File: src/rtl/lrf_window_sched.sv
// Frame scheduler for the KxK sliding-window line-buffer datapath.
// Optional stall-cycle counter: define LRF_SCHED_STALL_CNT_EN.
module lrf_window_sched #(
  parameter int IM_LEN            = 520,
  parameter int IM_HGT            = 520,
  parameter int KER_SIZE          = 3,
  parameter int NO_PARALLEL_UNITS = 4,
  parameter int CNT_W             = 11
) (
  input  logic                clk,
  input  logic                res,
  input  logic                start,
  input  logic                in_valid,
  output logic                in_ready,
  input  logic                out_ready,
  output logic                out_valid,
  output logic                clrbuffer,
  output logic                stall,
  output logic [KER_SIZE-2:0] rowend_mask,
  output logic [CNT_W-1:0]    col_idx,
  output logic [CNT_W-1:0]    row_idx,
  output logic                busy,
  output logic                frame_done
`ifdef LRF_SCHED_STALL_CNT_EN
  ,
  output logic [31:0]         stall_cycles
`endif
);

  localparam int BPR = IM_LEN / NO_PARALLEL_UNITS;

  localparam logic [CNT_W-1:0] COL_LAST  = CNT_W'(BPR - 1);
  localparam logic [CNT_W-1:0] ROW_PRIME = CNT_W'(KER_SIZE - 2);
  localparam logic [CNT_W-1:0] ROW_LAST  = CNT_W'(IM_HGT - 1);

  typedef enum logic [2:0] {
    IDLE,
    CLEAR,
    PRIME,
    RUN,
    DONE
  } state_t;

  state_t           state_q;
  logic [CNT_W-1:0] col_q;
  logic [CNT_W-1:0] row_q;

  logic accept;
  logic col_last;
  logic streaming;

  // Handshake and status decode from the current state.
  always_comb begin
    in_ready   = 1'b0;
    out_valid  = 1'b0;
    unique case (state_q)
      PRIME: in_ready = 1'b1;
      RUN: begin
        in_ready  = out_ready;
        out_valid = in_valid & out_ready;
      end
      default: ;
    endcase
    accept     = in_valid & in_ready;
    col_last   = (col_q == COL_LAST);
    streaming  = (state_q == PRIME) | (state_q == RUN);
    stall      = ~(streaming & accept);
    clrbuffer  = (state_q == CLEAR);
    busy       = (state_q != IDLE);
    frame_done = (state_q == DONE);
    col_idx    = col_q;
    row_idx    = row_q;
  end

  // Tap i is masked when the current beat is i beats before row end.
  always_comb begin
    rowend_mask = '1;
    for (int i = 0; i < KER_SIZE - 1; i++) begin
      if (state_q != IDLE && col_q == CNT_W'(BPR - 1 - i))
        rowend_mask[i] = 1'b0;
    end
  end

  // Frame sequencing; counters move only on an accepted beat.
  always_ff @(posedge clk or negedge res) begin
    if (!res) begin
      state_q <= IDLE;
      col_q   <= '0;
      row_q   <= '0;
    end else begin
      unique case (state_q)
        IDLE: begin
          if (start) state_q <= CLEAR;
        end
        CLEAR: begin
          col_q   <= '0;
          row_q   <= '0;
          state_q <= PRIME;
        end
        PRIME: begin
          if (accept) begin
            if (col_last) begin
              col_q <= '0;
              row_q <= row_q + 1'b1;
              if (row_q == ROW_PRIME) state_q <= RUN;
            end else begin
              col_q <= col_q + 1'b1;
            end
          end
        end
        RUN: begin
          if (accept) begin
            if (col_last) begin
              col_q <= '0;
              if (row_q == ROW_LAST) begin
                row_q   <= '0;
                state_q <= DONE;
              end else begin
                row_q <= row_q + 1'b1;
              end
            end else begin
              col_q <= col_q + 1'b1;
            end
          end
        end
        DONE: begin
          state_q <= IDLE;
        end
        default: state_q <= IDLE;
      endcase
    end
  end

`ifdef LRF_SCHED_STALL_CNT_EN
  logic [31:0] stall_cnt_q;

  // Saturating count of stalled cycles while the frame streams.
  always_ff @(posedge clk or negedge res) begin
    if (!res) begin
      stall_cnt_q <= '0;
    end else if (state_q == CLEAR) begin
      stall_cnt_q <= '0;
    end else if (streaming && stall && stall_cnt_q != '1) begin
      stall_cnt_q <= stall_cnt_q + 32'd1;
    end
  end

  assign stall_cycles = stall_cnt_q;
`endif

endmodule

File: config.mk
export PLATFORM = sky130hd
export DESIGN_NAME = lrf_window_sched
export DESIGN_NICKNAME = d
export VERILOG_FILES = /design/src/rtl/lrf_window_sched.sv
export SDC_FILE = /design/constraint.sdc
export NUM_CORES = 1
export LEC_CHECK = 0
export CORE_MARGIN = 10
export CORE_UTILIZATION = 35
export CTS_BUF_LIST = sky130_fd_sc_hd__clkbuf_4 sky130_fd_sc_hd__clkbuf_8
export DETAILED_ROUTE_END_ITERATION = 8
export PLACE_DENSITY = 0.69
export SLEW_MARGIN = 5
export SYNTH_ARGS = -nofsm -noshare
export SYNTH_HDL_FRONTEND = slang
export SYNTH_SLANG_ARGS = --single-unit
File: constraint.sdc
create_clock -name clk -period 2.2 [get_ports clk]
set_clock_uncertainty 0.2 [all_clocks]
set_input_delay 0.33 -clock clk [delete_from_list [all_inputs] [get_ports clk]]
set_output_delay 0.33 -clock clk [all_outputs]
set_load 0.01 [all_outputs]
==> results of run 1 <==
==> flip-flops by register name, summed over array words and instances, names as in the netlist <==
signal / count
state_q: 3
col_idx: 11
row_idx: 11
==> area by class of cell <==
| class | instances | area, um^2 | share of cell area |
|---|---|---|---|
| well taps | 54 | 67.56 | 0.02575 |
| repair buffers | 83 | 730.7 | 0.2785 |
| flip-flops and latches | 25 | 628.1 | 0.2394 |
| multi-input cells | 144 | 1104 | 0.4206 |
| clock buffers | 3 | 41.29 | 0.01574 |
| inverters | 12 | 45.04 | 0.01717 |
| clock inverters | 1 | 7.507 | 0.002861 |
==> worst max-delay path: stages, from the launching register on <==
cell and delay [ns]:
sky130_fd_sc_hd__dfrtp_1 0.39, sky130_fd_sc_hd__or4_4 0.59, sky130_fd_sc_hd__buf_6 0.15, sky130_fd_sc_hd__o31ai_4 0.29, sky130_fd_sc_hd__nand3_1 0.17, sky130_fd_sc_hd__buf_4 0.18
sky130_fd_sc_hd__o2bb2ai_1 0.11
==> logic make-up after synthesis <==
logic type	count (synthesis)
buffers and inverters	19
AND/OR/NAND/NOR	85
AO/OA/AOI/OAI	52
flip-flops	25
adder cells (fa/ha/maj)	5
multiplexers	2
==> stage by stage <==
stage	setup slack [ns]	total power, W	hold WS [ns]	utilization	cells
after CTS	-0.05390	0.001260	0.2294	0.5248	318
after floorplan	-0.05172	0.0007004	-0.1656	-	188
after detailed placement	-0.07686	0.0009625	0.3872	0.5080	313
final	0.009636	0.001309	0.2153	0.5592	322
after global placement	-0.07867	0.0009472	0.3689	0.5080	313
after global routing	-0.05684	0.001394	0.2401	0.5592	322
==> cells in the mapped netlist (2+ instances only) <==
master                      count
sky130_fd_sc_hd__nor3_1         3
sky130_fd_sc_hd__or3_1          5
sky130_fd_sc_hd__inv_1         12
sky130_fd_sc_hd__o211ai_1       2
sky130_fd_sc_hd__nor2_1        11
sky130_fd_sc_hd__o22ai_1        4
sky130_fd_sc_hd__a211oi_1       2
sky130_fd_sc_hd__dfrtp_1       25
sky130_fd_sc_hd__nor4_1         4
sky130_fd_sc_hd__o21ai_0        7
sky130_fd_sc_hd__nand4_1        7
sky130_fd_sc_hd__ha_1           5
sky130_fd_sc_hd__or3b_2         2
sky130_fd_sc_hd__a21oi_1        8
sky130_fd_sc_hd__or4_1          8
sky130_fd_sc_hd__o2bb2ai_1      4
sky130_fd_sc_hd__nand2b_1       8
sky130_fd_sc_hd__nand3_1       14
sky130_fd_sc_hd__nor2b_1        2
sky130_fd_sc_hd__clkbuf_1       6
sky130_fd_sc_hd__and3_1         3
sky130_fd_sc_hd__o31ai_1        6
sky130_fd_sc_hd__nand2_1        5
sky130_fd_sc_hd__and2_1         3
sky130_fd_sc_hd__a31oi_1        6
sky130_fd_sc_hd__and4_1         3
sky130_fd_sc_hd__or2_2          2
sky130_fd_sc_hd__a22oi_1        2
sky130_fd_sc_hd__o31a_1         2
==> path summary, 6_finish.rpt <==
kind | startpoint | end | depth (start not counted)
hold / removal | res | row_idx[1]$_DFFE_PN0P_ | 2
setup / recovery | col_idx[10]$_DFFE_PN0P_ | row_idx[3]$_DFFE_PN0P_ | 6
setup reg to reg | col_idx[10]$_DFFE_PN0P_ | row_idx[3]$_DFFE_PN0P_ | 6
max in group asynchronous | res | col_idx[0]$_DFFE_PN0P_ | 2
min in group clk | state_q[2]$_DFFE_PN0P_ | state_q[0]$_DFFE_PN0P_ | 1
hold reg to reg | state_q[2]$_DFFE_PN0P_ | state_q[0]$_DFFE_PN0P_ | 1
==> report_power, final <==
| group | internal [W] | switching [W] | leakage (nW) |
|---|---|---|---|
| registers | 0.000497 | 0.0000244 | 0.320 |
| logic | 0.000268 | 0.000228 | 0.733 |
| clock network | 0.000129 | 0.000164 | 0.0217 |
==> per-layer routing <==
layer,vias to the layer above,share of wire,global-route usage
met4,0,0.0037,0.02601
met3,2,0.073,0.04467
met5,-,0,0
met2,51,0.49,0.2271
met1,896,0.43,0.1605
li1,894,-,-
==> timing repair <==
action                                  CTS  global route
endpoints found under the setup margin   17            24
pin swaps                                 3             9
setup buffers                             1             4
hold buffers                              0             0
gates resized for setup                  20            28
==> results, run 1 <==
- The cell sitting at the root of the clock tree is a sky130_fd_sc_hd__clkbuf_8.
- The portion of synthesized area spent on multiplexers is 0.01272.
- The element type at the critical path start is a register.
- The flow ran to the end, and the final reports show no timing, DRC or antenna violations.
- After detailed placement, the total cell area comes to about 2400 um^2.
- Of the cells placed in the final design, the portion with a size suffix greater than 1 is 0.3246.
- The average cell area after synthesis is 8.898 um^2.
- Data arrives at the worst endpoint at 2.15 ns.
- In the post-synthesis netlist, the biggest area contributors are sky130_fd_sc_hd__dfrtp_1 37%, sky130_fd_sc_hd__nand3_1 4.2%, sky130_fd_sc_hd__ha_1 3.7%.
- Setup repair after global routing could not meet its margin everywhere.
- The I/O pin count is 35.
- Of the total synthesized cell area, the portion taken by XOR and XNOR cells is 0.
- The ratio of final minimum period to clock period is 0.9956.
- From synthesis to final layout, the design area changed by 56.84%.
- Among all flip-flop cells after synthesis, the most frequent one is sky130_fd_sc_hd__dfrtp_1.
- The number of warnings issued by yosys is 0.
- In this run the tool buffered the top-level ports with 34 buffer cells.
- The floorplan step set the die height to 89.14 um.
- The clock drives 25 sinks.
- STA classifies the critical path endpoint as a register.
- After routing the design area is 2624 um^2.
- The final weighted congestion in routability-driven placement is around 0.89.
- The count of final hold-check violations is 0.
- The final number of max-transition violations is 0.
- Measured along the x axis, the die boundary spans 89.14 um.
- The leakage dissipation is 1.075 nW.
- The clock transition time at the flip-flop clock pins of the worst setup and hold paths is about 0.1 ns.
- After detailed routing, the number of vias per cell comes to about 5.7.
- The final sum of negative setup slack is 0 ns.
- The number of nets handed over by synthesis was 198.
- The residual overflow from global routing is 0.
- 0 antenna diodes ended up in the layout.
- Of the post-synthesis cell area, the dominant cell type holds 0.3740.
- In the synthesized netlist the async set-or-reset flop fraction comes to 1.000.
- The routed wire length is 5.161 mm.
- IR analysis of the VDD net gives a maximum drop of 0.3899 mV.
- The via count of the first global-routing pass is 1775.
- In this run the register-to-register setup slack is 0.01 ns.
- Entering global routing, the biggest net connects 26 pins.
- The number of enable-type register cells in the synthesized netlist is 0.
- The number of antenna violations at the first check in global routing came to 0.
- The clock passes through at most 2 buffers.
- The netlist area before placement is ~1700 um^2.
- The routed design could run at a clock period as short as 2.190 ns.
- The maximum fanout along the worst path is 5.
- The area share of fa/ha/maj cells after synthesis is 0.03740.
- The area of the core is ~4700 um^2.
- The compound-cell area share of the yosys netlist is 0.2229.
- The first detailed-routing pass took 4 iterations.
- In this run the number of H-tree levels came out at 1.
- Power spread over the standard cell area amounts to around 500 nW/um^2.
- The number of max-capacitance violations reported is 0.
- In this run the core area contains 25 standard-cell rows.
- The combined global-route utilization of all metal layers is 0.1337.
- The most common cell after layout, fill and taps aside is sky130_fd_sc_hd__buf_4.
- After synthesis, the largest family of logic cells by area is simple AND/OR/NAND/NOR gates.
- The count of final setup violators is 0.
- Of the total synthesized cell area, the portion taken by AND, OR, NAND and NOR gates is 0.3082.
- Leaving out fill and tap cells, the most frequent cells in the layout are 42 x sky130_fd_sc_hd__buf_4, 28 x sky130_fd_sc_hd__clkdlybuf4s50_1, 23 x sky130_fd_sc_hd__dfrtp_1, 12 x sky130_fd_sc_hd__nand3_1, 11 x sky130_fd_sc_hd__inv_1.
- The most area-hungry cell type in the Yosys netlist is sky130_fd_sc_hd__dfrtp_1.
- The overall via count from detail_route is 1843.
- Detailed placement finished with a half-perimeter wire length of roughly 3.8 mm.
- In this run, CTS created clock tree buffers numbering 3.
- The first global-routing pass estimated 8.535 mm of wire.
- The worst endpoint required time is 2.16 ns.
- The worst hold path belongs to the class primary input to asynchronous set/reset pin.
- The number of nets in the layout is 279.
- The share of the Yosys chip area taken by registers is 0.3740.
- In this run, the number of DRC markers left after iteration 0 of detailed routing was 92.
- The number of filler instances in the final layout is 436.
- The TritonCTS clock tree is done.
- The clock reaches the later pin of the worst-skew pair after 0.28 ns.
- The critical path class is register to register.
- Once detail routing completed, the nets flagged for antenna violations numbered 0.
- After synthesis, the netlist uses 46 different library cells.
- The gate count after technology mapping is around 190.
- For this configuration, the core starts out at a cell density of 0.3565.
- For this run, the top clock speed supported by timing is 0.4565 GHz.
- The overall die area is 7945 um^2.
- The worst slew slack as a fraction of its limit is 0.5903.
- After detailed routing, the average wire length per cell comes to 16.03 um.
- The register bit count reported by yosys is 25.
- The slew at the pin closest to its max-slew limit is about 0.61 ns.
- In the routed design, unresolved DRC markers number 0.
No activity file was read; power rests on OpenSTA's default activity.
==> run 2: changes to the inputs <==
- CORE_UTILIZATION: 35 -> 48
- PLACE_DENSITY: 0.69 -> 0.87
==> results, run 2 (same netlist as run 1, synthesis figures left out) <==
- The run finished, with violations left.
- The checks that failed: negative setup slack.
- The overall die area is 6247 um^2.
- The leakage dissipation is 1.084 nW.
- After detailed routing, the number of vias per cell comes to about 6.
- The arrival time at the worst endpoint is 2.35 ns.
- The total half-perimeter wirelength after legalization and detailed placement is 3.872 mm.
- In this run the deepest clock path goes through 2 buffers.
- The final worst-path setup slack is -0.1239 ns.
- Timing would allow up to 0.4303 GHz.
- The maximum ir drop on the vdd rail is roughly 0.28 mV.
- The global-route wire length before repair is 8.963 mm.
- The count of final setup violators is 19.
- The initial core utilization is 0.4974.
- The ratio of final minimum period to clock period is 1.056.
- From bottom edge to top edge, the die measures 79.04 um.
- TritonCTS built the clock tree.
- CTS built an H-tree with a depth of 1.
- The average wire per standard cell is between 15 and 20 um.
- Setup repair after global routing could not meet its margin everywhere.
- The startpoint identified for the worst register-to-register timing path is col_idx[10]$_DFFE_PN0P_.
- The residual overflow from global routing is 0.
- The final weighted congestion in routability-driven placement is 0.9481.
- The worst-case hold slack is 0.1634 ns.
- The biggest cell delay along the critical path is 0.61 ns.
- Port buffering added 34 buffers.
- The library cell used most frequently in the layout, excluding fill and tap cells, is sky130_fd_sc_hd__buf_4.
- The slew at the pin closest to its max-slew limit is 0.3880 ns.
- In the final timing run, aggregate negative setup slack is -1.153 ns.
- The worst endpoint required time is 2.23 ns.
- Counting the fill cells in the layout gives 237.
- The class of the tightest hold or removal check is primary input to asynchronous set/reset pin.
- Leaving out fill and tap cells, the most frequent cells in the layout are 45 x sky130_fd_sc_hd__buf_4, 26 x sky130_fd_sc_hd__clkdlybuf4s50_1, 22 x sky130_fd_sc_hd__dfrtp_1, 11 x sky130_fd_sc_hd__inv_1, 11 x sky130_fd_sc_hd__nand3_1.
- Tracing the worst setup path back leads to its startpoint at col_idx[10]$_DFFE_PN0P_.
- Entering global routing, the biggest net connects 26 pins.
- From synthesis to final layout, the design area changed by 56.54%.
- Of the cells placed in the final design, the portion with a size suffix greater than 1 is 0.3481.
- Before CTS, the worst setup slack after placement is -0.07870 ns.
- The latest clock arrival within the worst-skew pair is between 0.3 and 0.4 ns.
- After the first detailed-routing iteration, the DRC count stood at a little over 200.
- The overall via count from detail_route is 1871.
- The routed wire length is ~5.5 mm.
- The first-pass iteration count of the detailed router is 4.
- 35 I/O pins were placed.
- The final period demand of the worst path is roughly 2.3 ns.
- The clock transition time at the flip-flop clock pins of the worst setup and hold paths is roughly 0.14 ns.
- Counting the buffers created by CTS gives 3.
- The number of max-capacitance violations reported is 0.
- The count of final hold-check violations is 0.
- The critical path is of the register to register type.
- The largest individual stage delay along the critical path comes from the cell sky130_fd_sc_hd__or4_4.
- The worst slew slack as a fraction of its limit is 0.7393.
- In the final design database the tool counted 281 nets.
- Row generation in the floorplan step produced 21 rows.
- The number of antenna violations at the first check in global routing was 0.
- The number of antenna diodes in the final layout is 0.
- The total clock sinks is 25.
- The area of the core is roughly 3400 um^2.
- The final number of max-transition violations is 0.
- For this design the ratio of total power to cell area is 478.2 nW/um^2.
- The maximum fanout along the worst path is 5.
- In the routed design, unresolved DRC markers number 0.
- The number of nets with antenna violations after routing is 0.
- The floorplan step set the die width to a little under 80 um.
- STA classifies the critical path endpoint as a register.
- The combined global-route utilization of all metal layers is 0.1730.
- The total power of the final layout is about 0.0013 W.
- The signal on the critical path passes through or4_4 > buf_6 > o31a_1 > nor3_4 > mux2_4.
- The via count of the first global-routing pass was 1849.
- STA classifies the critical path startpoint as a register.
- The clock root buffer is sky130_fd_sc_hd__clkbuf_4.
run 2: final timing paths:
path	endpoint	slack (ns)	cells after the start
max reg2reg	row_idx[1]$_DFFE_PN0P_	-0.12	5
min in group clk	row_idx[0]$_DFFE_PN0P_	0.41	1
min reg2reg	row_idx[0]$_DFFE_PN0P_	0.41	1
max	row_idx[1]$_DFFE_PN0P_	-0.12	5
max in group asynchronous	state_q[0]$_DFFE_PN0P_	1.37	2
min	col_idx[0]$_DFFE_PN0P_	0.16	2
run 2: final cells by class:
type | count | area, um^2 | area share
clock buffer | 4 | 30.03 | 0.01147
inverter | 12 | 45.04 | 0.01720
multi-input combinational | 144 | 1121 | 0.4281
sequential | 25 | 629.4 | 0.2403
tap | 46 | 57.56 | 0.02198
timing repair buffer | 85 | 735.7 | 0.2809
run 2: where the power goes:
group	internal (W)	switching (W)	total, W	leakage [nW]
Combinational	0.000259	0.000229	0.000488	0.746
Sequential	0.000496	0.0000408	0.000537	0.321
Clock	0.0000834	0.000144	0.000228	0.0184
run 2: timing repair:
item                                    4_1_cts  5_1_grt
setup buffers                                 4        5
gates resized for setup                      37       16
hold buffers                                  0        0
endpoints found under the setup margin       23       26
pin swaps                                    18        4
run 2: critical path, delay by kind of cell (launching register included):
kind                   cells  cell delay [ns]
and+or+nand+nor            2             0.82
DFF                        1             0.42
muxes                      1             0.33
AOI/OAI and AO/OA          1             0.31
buffers and inverters      1             0.15
run 2: stage by stage:
step	instance area [um^2]	cells	utilization
2_1_floorplan	1675	188	-
3_3_place_gp	2359	303	0.7013
3_5_place_dp	2359	303	0.7013
4_1_cts	2511	311	0.7467
5_1_grt	2619	316	0.7786
6_report	2619	316	0.7786
run 2: layer usage:
metal | wire (um) | up-vias | GRT usage
met5 | 0 | - | 0
met4 | 38 | 0 | 0.03584
met3 | 419 | 5 | 0.03716
met2 | 2883 | 85 | 0.3165
met1 | 2190 | 891 | 0.2008
li1 | - | 890 | -
==> run 3: changes to the inputs <==
- CORE_ASPECT_RATIO: not set -> 0.7
- SLEW_MARGIN: 5 -> 30
==> results, run 3 (same netlist as run 1, synthesis figures left out) <==
- The routed layout has between 2k and 2.5k vias.
- The largest net degree at the start of global routing is 26.
- In the layout the commonest cells are 43 x sky130_fd_sc_hd__buf_4, 28 x sky130_fd_sc_hd__clkdlybuf4s50_1, 24 x sky130_fd_sc_hd__dfrtp_1, 11 x sky130_fd_sc_hd__inv_1, 10 x sky130_fd_sc_hd__nand3_1.
- The I/O pin count is 35.
- Setup repair after global routing could not meet its margin everywhere.
- After detailed routing, the average wire length per cell comes to 21.15 um.
- The total half-perimeter wirelength after legalization and detailed placement is 4.131 mm.
- The final reports fail on negative setup slack.
- The die height is 69.39 um.
- The element type at the critical path start is a register.
- The diode insertion count for antenna repair is 0.
- The most common cell after layout, fill and taps aside is sky130_fd_sc_hd__buf_4.
- Total power for the finished layout comes to 0.001370 W.
- The net count of the finished layout is 278.
- The power density over the cells is 523.5 nW/um^2.
- The post-cts hold buffer count is 0.
- The critical path class is register to register.
- The number of antenna violations at the first check in global routing is 0.
- The initial core utilization is 0.5140.
- The first detailed-routing pass took 6 iterations.
- Data on the critical path arrives at its endpoint at between 2 and 2.5 ns.
- OpenSTA, run right after detailed placement, puts the worst setup slack at -0.09200 ns.
- For the finished layout, the period the worst path requires is 2.293 ns.
- The number of H-tree branching levels is 1.
- The maximum ir drop on the vdd rail is 0.5104 mV.
- Once routing completed, OpenROAD measured the worst setup slack at -0.09296 ns.
- The final weighted congestion in routability-driven placement is 0.9271.
- Setup violations remaining at the end of the flow were counted as 12.
- The number of max-capacitance violations reported is 0.
- Dividing the detail-routed via count by the number of cells gives 6.618.
- The violation count after the first detailed-route iteration is between 400 and 500.
- The clock transition time at the flip-flop clock pins of the worst setup and hold paths is 0.08 ns.
- The floorplan row count is 17.
- For the worst flop-to-flop path, the logic depth is 6.
- The worst setup path is captured at a register.
- The class of the tightest hold or removal check is primary input to asynchronous set/reset pin.
- The final sum of negative setup slack is -0.4297 ns.
- The clock root buffer is sky130_fd_sc_hd__clkbuf_8.
- The TritonCTS clock tree is done.
- The count of final hold-check violations is 0.
- The final number of max-transition violations is 0.
- The slew at the pin closest to its max-slew limit is 0.4770 ns.
- The remaining design rule violation count is 0.
- The worst slew slack as a fraction of its limit is 0.6791.
- For this design, the sink count on the clock tree is 25.
- The number of placed cells counting well taps is 305.
- The buffer depth of the longest clock path is 2.
- The routed wire length is 6.642 mm.
- The overall die area is roughly 6300 um^2.
- The number of standard cells in the final layout excluding fillers is 314.
- The analysis attributes to cell leakage a power of 1.045 nW.
- The achievable frequency is ~0.44 GHz.
- Dividing the final minimum period by the clock period gives 1.042.
- The run finished, with violations left.
- The via count of the first global-routing pass is 1854.
- The residual overflow from global routing is 0.
- The global-route wire length before repair is 9.349 mm.
- The port buffer count is 34.
- After floorplanning, the core was sized to cover 3254 um^2.
- The share of cells above drive strength 1 is 0.3408.
- The clock reaches the later pin of the worst-skew pair after 0.27 ns.
- The die extent in x is between 90 and 100 um.
- The number of nets with antenna violations after routing is 0.
- Data on the critical path is required at its endpoint by approximately 2.2 ns.
- The combined global-route utilization of all metal layers is 0.1757.
- In this run the worst path has a maximum fanout of 3.
- The synthesis-to-finish area growth is 56.47%.
- In this run, CTS created clock tree buffers numbering 3.
run 3: cell types whose count changed in the layout (fill, tap and decap cells not counted), sizes merged:
cell | before | now
buf | 53 | 50
clkdlybuf4s50 | 26 | 28
dlymetal6s2s | 2 | 0
run 3: where the power goes:
| group | internal [W] | switching (W) | total (W) |
|---|---|---|---|
| logic | 0.000276 | 0.000265 | 0.000541 |
| clock network | 0.000142 | 0.000148 | 0.000290 |
| registers | 0.000496 | 0.0000437 | 0.000540 |
run 3: metrics by stage:
step                      instance area [um^2]  utilization  hold slack, ns
after floorplan                           1675            -         -0.1656
after global placement                    2367       0.7274          0.3724
after detailed placement                  2367       0.7274          0.4004
after CTS                                 2501       0.7686          0.2229
after global routing                      2618       0.8043          0.2535
final                                     2618       0.8043          0.2074
run 3: cell type report:
type	instances	area, um^2
tap	47	58.81
clock buffer	4	48.80
fill	198	636.9
multi-input combinational	144	1134
timing repair buffer	82	704.4
inverter	12	45.04
sequential	25	626.9
run 3: timing repair:
| action | in CTS | in global routing |
|---|---|---|
| endpoints found under the setup margin | 14 | 23 |
| buffers inserted | 3 | 2 |
| pin swaps | 10 | 9 |
| gates resized for setup | 28 | 24 |
run 3: path summary, 6_finish.rpt:
check	from	to	slack, ns
min reg2reg	row_idx[0]$_DFFE_PN0P_	row_idx[0]$_DFFE_PN0P_	0.41
max	col_idx[1]$_DFFE_PN0P_	state_q[0]$_DFFE_PN0P_	-0.09
min	res	row_idx[9]$_DFFE_PN0P_	0.21
max in group asynchronous	res	state_q[0]$_DFFE_PN0P_	1.32
min in group clk	row_idx[0]$_DFFE_PN0P_	row_idx[0]$_DFFE_PN0P_	0.41
max reg2reg	col_idx[1]$_DFFE_PN0P_	state_q[0]$_DFFE_PN0P_	-0.09
run 3: per-layer routing:
metal  global-route usage  wire length, um  vias up
met5                    0                0        -
met4              0.05401              269        0
met3              0.04957              736       40
met2               0.2704             3087      176
met1               0.2312             2549      965
li1                     -                -      897
run 3: worst max-delay path: stages (launching register included):
cell	delay, ns
sky130_fd_sc_hd__dfrtp_1	0.42
sky130_fd_sc_hd__inv_2	0.10
sky130_fd_sc_hd__ha_4	0.14
sky130_fd_sc_hd__or3b_4	0.39
sky130_fd_sc_hd__or3_1	0.40
sky130_fd_sc_hd__or4_1	0.41
sky130_fd_sc_hd__a31oi_1	0.17
